**config.mk**
```make
export PLATFORM = sky130hd
export DESIGN_NAME = quick_spi_modes
export DESIGN_NICKNAME = d
export VERILOG_FILES = /design/src/rtl/quick_spi_modes.sv
export SDC_FILE = /design/constraint.sdc
export NUM_CORES = 1
export LEC_CHECK = 0
export BUFFER_PORTS_ARGS = -buffer_cell sky130_fd_sc_hd__buf_4
export CORE_UTILIZATION = 40
export CTS_CLUSTER_SIZE = 30
export DETAILED_ROUTE_END_ITERATION = 7
export PLACE_DENSITY = 0.56
export RECOVER_POWER = 50
export SYNTH_ARGS = -nofsm -noshare
export SYNTH_HDL_FRONTEND = slang
export SYNTH_SLANG_ARGS = --single-unit
```
**constraint.sdc**
```tcl
create_clock -name clk_i -period 11.2 [get_ports clk_i]
set_input_delay 1.68 -clock clk_i [delete_from_list [all_inputs] [get_ports clk_i]]
set_output_delay 1.68 -clock clk_i [all_outputs]
set_load 0.01 [all_outputs]
```
**src/rtl/quick_spi_modes.sv**
```systemverilog
// SPI master with per-command CPOL/CPHA, bit order and one-hot chip select.
// All lanes share sclk/cs and shift in parallel; every output is registered.
module quick_spi_modes #(
    parameter int unsigned CLK_DIV         = 4,
    parameter int unsigned MAX_DATA_LENGTH = 32,
    parameter int unsigned NUM_LANES       = 1,
    parameter int unsigned NUM_CS          = 4,
    parameter int unsigned CS_SETUP_CLOCKS = 2,
    parameter int unsigned CS_HOLD_CLOCKS  = 2,
    parameter int unsigned QUIET_CLOCKS    = 4,
    localparam int unsigned CSW = (NUM_CS > 1) ? $clog2(NUM_CS) : 1,
    localparam int unsigned LW  = $clog2(MAX_DATA_LENGTH + 1),
    localparam int unsigned DW  = MAX_DATA_LENGTH * NUM_LANES
) (
    input  logic                       clk_i,
    input  logic                       rst_i,
    input  logic                       cmd_valid_i,
    output logic                       cmd_ready_o,
    input  logic [LW-1:0]              cmd_len_i,
    input  logic [CSW-1:0]             cmd_cs_i,
    input  logic                       cmd_cpol_i,
    input  logic                       cmd_cpha_i,
    input  logic                       cmd_lsb_first_i,
    input  logic [DW-1:0]              cmd_data_i,
    output logic                       rsp_valid_o,
    input  logic                       rsp_ready_i,
    output logic [DW-1:0]              rsp_data_o,
    output logic [MAX_DATA_LENGTH-1:0] rsp_mask_o,
    output logic                       busy_o,
    output logic                       sclk_o,
    output logic [NUM_CS-1:0]          cs_n_o,
    input  logic [NUM_LANES-1:0]       sdata_i,
    output logic [NUM_LANES-1:0]       sdata_o
);
    typedef enum logic [2:0] {StIdle, StPrep, StSetup, StShift, StHold, StRespond, StQuiet} state_e;

    localparam int unsigned H  = CLK_DIV / 2;
    localparam int unsigned CW = 16;

    state_e               state;
    logic [CW-1:0]        cnt;
    logic [LW-1:0]        len, tx_pos, rx_pos;
    logic [LW:0]          edge_cnt;
    logic [CSW-1:0]       cs_sel;
    logic                 cpha, lsb;
    logic [DW-1:0]        data;

    logic [LW-1:0]              len_clamped, tx_idx, rx_idx;
    logic [NUM_LANES-1:0]       tx_bit;
    logic [DW-1:0]              rx_next;
    logic [MAX_DATA_LENGTH-1:0] mask_next;
    logic [NUM_CS-1:0]          cs_sel_n;
    logic [LW:0]                edge_next;
    logic                       fire, leading, last_edge, do_sample, do_drive;

    assign len_clamped = (cmd_len_i > LW'(MAX_DATA_LENGTH)) ? LW'(MAX_DATA_LENGTH) : cmd_len_i;
    // Transfer position p maps to data bit p (LSB-first) or L-1-p (MSB-first).
    assign tx_idx      = lsb ? tx_pos : len - tx_pos - LW'(1);
    assign rx_idx      = lsb ? rx_pos : len - rx_pos - LW'(1);
    assign edge_next   = edge_cnt + (LW + 1)'(1);
    assign leading     = ~edge_cnt[0];
    assign last_edge   = (edge_next == {len, 1'b0});
    assign do_sample   = leading ^ cpha;
    assign do_drive    = cpha ? leading : (~leading & ~last_edge);
    assign fire        = (state == StSetup && cnt == CW'(CS_SETUP_CLOCKS - 1) && len != '0) ||
                         (state == StShift && cnt == CW'(H - 1));

    always_comb begin
        tx_bit  = '0;
        rx_next = rsp_data_o;
        for (int l = 0; l < NUM_LANES; l++) begin
            for (int i = 0; i < MAX_DATA_LENGTH; i++) begin
                if (tx_idx == LW'(i)) tx_bit[l] = data[l*MAX_DATA_LENGTH + i];
                if (rx_idx == LW'(i)) rx_next[l*MAX_DATA_LENGTH + i] = sdata_i[l];
            end
        end
    end

    always_comb begin
        mask_next = '0;
        for (int i = 0; i < MAX_DATA_LENGTH; i++) mask_next[i] = (LW'(i) < len);
    end

    // Out-of-range select leaves every line high.
    always_comb begin
        cs_sel_n = '1;
        for (int c = 0; c < NUM_CS; c++) cs_sel_n[c] = (int'(cs_sel) != c);
    end

    always_ff @(posedge clk_i or posedge rst_i) begin
        if (rst_i) begin
            state       <= StIdle;
            cnt         <= '0;
            len         <= '0;
            tx_pos      <= '0;
            rx_pos      <= '0;
            edge_cnt    <= '0;
            cs_sel      <= '0;
            cpha        <= 1'b0;
            lsb         <= 1'b0;
            data        <= '0;
            cmd_ready_o <= 1'b0;
            rsp_valid_o <= 1'b0;
            rsp_data_o  <= '0;
            rsp_mask_o  <= '0;
            busy_o      <= 1'b0;
            sclk_o      <= 1'b0;
            cs_n_o      <= '1;
            sdata_o     <= '0;
        end else begin
            case (state)
                StIdle: begin
                    if (cmd_valid_i && cmd_ready_o) begin
                        len         <= len_clamped;
                        cs_sel      <= cmd_cs_i;
                        cpha        <= cmd_cpha_i;
                        lsb         <= cmd_lsb_first_i;
                        data        <= cmd_data_i;
                        sclk_o      <= cmd_cpol_i;
                        cmd_ready_o <= 1'b0;
                        busy_o      <= 1'b1;
                        rsp_data_o  <= '0;
                        tx_pos      <= '0;
                        rx_pos      <= '0;
                        edge_cnt    <= '0;
                        cnt         <= '0;
                        state       <= StPrep;
                    end else begin
                        cmd_ready_o <= 1'b1;
                    end
                end
                StPrep: begin
                    cs_n_o <= cs_sel_n;
                    if (!cpha && len != '0) begin
                        sdata_o <= tx_bit;
                        tx_pos  <= tx_pos + LW'(1);
                    end
                    state <= StSetup;
                end
                StSetup: begin
                    if (cnt == CW'(CS_SETUP_CLOCKS - 1)) begin
                        cnt   <= '0;
                        state <= (len == '0) ? StHold : StShift;
                    end else begin
                        cnt <= cnt + CW'(1);
                    end
                end
                StShift: begin
                    if (cnt == CW'(H - 1)) begin
                        cnt <= '0;
                        if (last_edge) state <= StHold;
                    end else begin
                        cnt <= cnt + CW'(1);
                    end
                end
                StHold: begin
                    if (cnt == CW'(CS_HOLD_CLOCKS - 1)) begin
                        cnt         <= '0;
                        cs_n_o      <= '1;
                        sdata_o     <= '0;
                        rsp_valid_o <= 1'b1;
                        rsp_mask_o  <= mask_next;
                        state       <= StRespond;
                    end else begin
                        cnt <= cnt + CW'(1);
                    end
                end
                StRespond: begin
                    if (rsp_ready_i) begin
                        rsp_valid_o <= 1'b0;
                        state       <= StQuiet;
                    end
                end
                StQuiet: begin
                    if (cnt == CW'(QUIET_CLOCKS - 1)) begin
                        cnt         <= '0;
                        cmd_ready_o <= 1'b1;
                        busy_o      <= 1'b0;
                        state       <= StIdle;
                    end else begin
                        cnt <= cnt + CW'(1);
                    end
                end
                default: state <= StIdle;
            endcase

            if (fire) begin
                sclk_o   <= ~sclk_o;
                edge_cnt <= edge_next;
                if (do_sample) begin
                    rsp_data_o <= rx_next;
                    rx_pos     <= rx_pos + LW'(1);
                end
                if (do_drive) begin
                    sdata_o <= tx_bit;
                    tx_pos  <= tx_pos + LW'(1);
                end
            end
        end
    end
endmodule

```
======== Word level (Yosys, flattened, before mapping) ========
Cells that the tools add are included.
W data, S select, Z words.
word-level totals
  register bits ........................... 153
  input port bits ......................... 48
  logic and storage cells ................. 353
cells by class
  add/sub/neg operators ................... 8
  order comparisons ....................... 33
  equality and inequality tests ........... 113
  muxes and demuxes ....................... 116
  bitwise operators ....................... 5
  reductions and logical operators ........ 29
operator list
  operator                 count
  $eq A6 B5 Y1 const B     32
  $mux W32                 4
  $eq A6 B4 Y1 const B     16
  $lt A5 B6 Y1 const A     16
  $ne A3 B2 Y1 const B     32
  $mux W1                  78
  $mux W6                  11
  $eq A6 B3 Y1 const B     8
  $lt A4 B6 Y1 const A     8
  $mux W16                 3
  $pmux W16 S3             1
  $eq A6 B2 Y1 const B     4
  $lt A3 B6 Y1 const A     4
  $mux W3                  8
  $mux W7                  3
  $pmux W3 S7              1
  $logic_not A6 Y1         3
  $add A16 B1 Y16 const B  1
  $eq A16 B1 Y1 const B    1
  $eq A16 B2 Y1 const B    1
  $ne A2 B2 Y1 const B     8
  $add A6 B1 Y6 const B    2
  $eq A6 B1 Y1 const B     2
  $lt A1 B6 Y1 const A     2
  other kinds (28)         55

======== Depth between registers and ports, before layout ========
  depth after elaboration ................. 40
  depth in mapped cells ................... 12
  depth with buffers taken out ............ 11

======== Worst setup path after synthesis ========
OpenSTA, ideal clock, no wires.
  kind .................................... flip-flop to flip-flop
  start point ............................. register tx_pos[0]
  end point ............................... register sdata_o
  arrival time ............................ 2805 ps
  data required time ...................... 11076 ps
  path slack .............................. 8271 ps
  cell stages (with the launch flop) ...... 13
  cell sequence ........................... dfrtp_1 > buf_2 > inv_1 > ha_1 > fa_1 > clkbuf_1 > mux2_2 > nor2_1 > a222oi_1 > o22a_1 > nor2_1 > o22a_1 > a211o_1
on the way
  longest elaborated chain between the ends .. 40
  elaborated cells between the ends (all ways) .. 71
  those cells by class .................... 2 x add/sub; 31 x eq/ne; 37 x mux; 1 x reduce/logical
ends and longest elaborated chain
  item                    line  RTL
  start, declared         42    logic [LW-1:0] len, tx_pos, rx_pos;
  start signal, assigned  136   tx_pos <= tx_pos + LW'(1);
  start signal, assigned  196   tx_pos <= tx_pos + LW'(1);
  $sub A6 B6 Y6           58    assign tx_idx = lsb ? tx_pos : len - tx_pos - LW'(1);
  $sub A6 B1 Y6           58
  $mux W6 (*)             58
  $logic_not A6 Y1        73    if (tx_idx == LW'(i)) tx_bit[l] = data[l*MAX_DATA_LENGTH + i];
  $mux W1 (31 in a row)   73
  $mux W1 (*)             73
  $mux W1                 134   if (!cpha && len != '0) begin
  $pmux W1 S2             111   case (state)
  $mux W1                 194   if (do_drive) begin
  $mux W1 (*)             187   if (fire) begin
  end signal, assigned    135   sdata_o <= tx_bit;
  end signal, assigned    195   sdata_o <= tx_bit;
  end, declared           33    output logic [NUM_LANES-1:0] sdata_o
Mark *: on every way between the ends. The rest lies on a longest branch, timed or not.
A chain may end at the register's enable or synchronous reset.

======== Final worst setup path ========
  start point ............................. input cmd_valid_i
  end point ............................... register edge_cnt[3]
on the way
  longest elaborated chain between the ends .. 3
ends and longest elaborated chain
  item                          line  RTL
  start, declared               17    input logic cmd_valid_i,
  $logic_and A1 B1 Y1           113   if (cmd_valid_i && cmd_ready_o) begin
  $reduce_bool A2 Y1 (no line)  --
  $reduce_and A2 Y1 (no line)   --
  end signal, assigned          189   edge_cnt <= edge_next;
  end, declared                 43    logic [LW:0] edge_cnt;
Every way passes these cells.

==> results.txt <==
Overflow after GRT = 0
Syn Area/Cell = 8.78 sq um
CTS tree = done
Pwr dens = 321 nW/um^2
# Post-CTS Setup Buffers = 0
Initial antenna violation count = 0
Cell taking the most area after synthesis = dfrtp_1
DR vias/cell = 5.28
H-tree levels = 4
Post-route minimum period = 4.88 ns
Final Hold Vio Count = 0
Unique masters post-synth = 74
Sw Pwr = 1430 uW
Tcrit/Tclk final = 43.6%
Flip-flop and latch count after synthesis = 153
Skew-Pair Late Insertion Delay = 0.42 ns
Max Freq = 205 MHz
EDFF count, synth = 0
Synth Flop Type = dfrtp_1
Status = finished with violations
Core box area = 20200 sq um
Nets@finish = 1096
Slew headroom = -200%
Top post-synthesis cells by area = dfrtp_1 (45%), nand2_1 (10%), mux2i_1 (4.5%)
Int Pwr = 1700 uW
CTS root buffer = clkbuf_16
Failing checks = capacitance limit, slew limit
Placer Congestion = 0.825
Most frequent cell after synthesis = nand2_1
CTS sink count = 153
Total track usage = 20.2%
IO buf count = 120
Register area = 3830 sq um
Worst Tran Pin Value = 4.47 ns
ANT nets after route = 0
Starting Density = 40.9%
First-pass GRT wire length = 35000 um
Die X = 146 um
Area grow syn2layout = 17.4%
Routed len/inst = 15.7 um
Drt pass-1 iters = 5
Share of layout cells above drive strength 1 = 11.8%
CTS Hold Bufs = 0
CTS Buffer Depth = 2
WL final = 20700 um
P_leak = 0.00461 uW
Worst EP arrival = 5.20 ns
Final setup vio count = 0
Area share of the largest cell type after synthesis = 45.0%
HP Class = flop to flop
Number of cells upsized or downsized after cts = 0
Clock-pin slew on the worst setup and hold paths = 0.06 ns
Largest net degree at the start of global routing = 103
Final HPWL DP = 13800 um
Setup crit end kind = flop
Post-synthesis async set-or-reset flop share = 100%
CP Class = input port to flop
Synth Warn # = 0
Sw Ratio = 45.7%
Fillers = 2060
Sequential Power Share = 31.8%
Max FO, Critical Path = 73
Vias in the first global route = 6824
Die Y-Extent = 146 um
Unrepaired setup endpoints after global routing = false
Startpoint Class = input port
Die Footprint = 21300 sq um
Placed cells = 1282
Remaining DRCs = 0
Drt first-iter violations = 427
Synth top cells by count = nand2_1 (221), dfrtp_1 (149), nor2_1 (70)
Clk pwr share = 19.1%
Post-Syn Instances = 943
Maxcap violations = 4
Max rail drop VDD = 141 uV
N_diodes = 0
Num CTS Buffers = 17
Mapped Nets = 1008
Total Neg Setup Slack = 0 ns
Multi-input logic area = 4090 sq um
Combinational power share = 49.0%
Sequential area share after synthesis = 46.3%
Via Count = 6932
Final instance count without filler cells = 1314
Crit path required time = 11.52 ns
Placement Rows = 52
Max Slew Vio Count = 239
Netlist Area Pre-Place = 8280 sq um
Boundary Pins = 121
Max Clock Skew = 0.0110 ns
[power groups by stage]
stage / registers, uW / clock network, uW / logic, uW
after floorplan: 931 / 0 / 1170
after global placement: 1000 / 0 / 1590
after detailed placement: 1010 / 0 / 1600
after CTS: 998 / 611 / 1610
after global routing: 1030 / 633 / 1720
final: 994 / 598 / 1530
[critical path, stage by stage]
cell,delay [ns]
clkbuf_1,0.10
nand2_1,0.11
nor2_1,0.07
nand2_2,0.09
clkbuf_1,2.39
and2_1,0.53
o21ai_0,0.14
o31ai_1,0.08
[final cells by class]
cell class / instances / area share [%]
Clock buffer: 19 / 4.56
Clock inverter: 13 / 1.73
Inverter: 31 / 1.21
Multi-Input combinational cell: 700 / 42.1
Sequential cell: 153 / 39.4
Tap cell: 270 / 3.48
Timing Repair Buffer: 128 / 7.49
[worst paths after layout]
check                      cells past startpoint  slack [ns]                    endpoint             startpoint
max in group asynchronous                      3        6.51          len[3]$_DFFE_PP0P_                  rst_i
max                                            8        6.32     edge_cnt[3]$_DFFE_PP0P_            cmd_valid_i
min                                            1        0.46       cs_n_o[1]$_DFFE_PP1P_  cs_sel[0]$_DFFE_PP0P_
max reg2reg                                    6        7.01     edge_cnt[3]$_DFFE_PP0P_   state[1]$_DFFE_PP0P_
min reg2reg                                    1        0.46       cs_n_o[1]$_DFFE_PP1P_  cs_sel[0]$_DFFE_PP0P_
min in group asynchronous                      2        2.63  rsp_mask_o[28]$_DFFE_PP0P_                  rst_i
[cells in the final DEF (no fill, tap or decap), types with 5 or more instances in the layout]
cell / netlist / layout
xnor2_1: 14 / 13
xor2_1: 20 / 20
or3_1: 5 / 5
mux2i_1: 37 / 37
ha_1: 15 / 15
a21oi_1: 25 / 25
a22oi_1: 5 / 5
o21ai_0: 49 / 49
nand3b_1: 6 / 6
a21o_1: 8 / 8
nand2_1: 221 / 220
nand3_1: 55 / 55
a31oi_1: 22 / 23
nor2_1: 70 / 70
clkbuf_1: 44 / 63
clkbuf_16: 0 / 17
nor3_1: 16 / 16
dfrtp_1: 149 / 149
and3_1: 11 / 11
inv_1: 31 / 30
o31ai_1: 7 / 7
nand2b_1: 6 / 6
nor2b_1: 5 / 5
buf_4: 0 / 65
o311ai_0: 5 / 5
o211ai_1: 7 / 7
nor4_1: 7 / 7
nand4_1: 9 / 9
[flip-flops by register name, indices dropped and copies added (netlist names), 4 cells and up]
name,cells
data,32
rsp_data_o,32
rsp_mask_o,32
cnt,16
edge_cnt,7
len,6
rx_pos,6
tx_pos,6
cs_n_o,4
[kinds of logic after synthesis]
| logic type | share of synthesized area (%) |
|---|---|
| buffers and inverters | 4.35 |
| XOR/XNOR | 3.60 |
| adder cells (fa/ha/maj) | 2.75 |
| AND/OR/NAND/NOR | 23.0 |
| flip-flops | 46.3 |
| AO/OA/AOI/OAI | 15.0 |
| multiplexers | 5.02 |
[per-layer routing]
metal | global-route usage (%) | routed length, um | vias to the layer above
li1 | - | - | 3463
met1 | 29.3 | 10400 | 3322
met2 | 31.1 | 9490 | 131
met3 | 3.70 | 659 | 16
met4 | 4.89 | 159 | 0
met5 | 0 | 0 | -
[stage by stage]
stage	utilization [%]	setup slack, ns	cell area [sq um]	hold WS [ns]	total power [uW]
floorplan	-	5.41	8280	0.419	2100
global placement	46.3	7.67	9360	0.441	2600
detailed placement	46.3	7.61	9360	0.447	2610
CTS	49.3	7.61	9970	0.460	3220
global route	48.0	5.69	9720	0.480	3390
finish	48.0	6.32	9720	0.460	3120
Note: power is estimated with default switching activity, not from simulation.
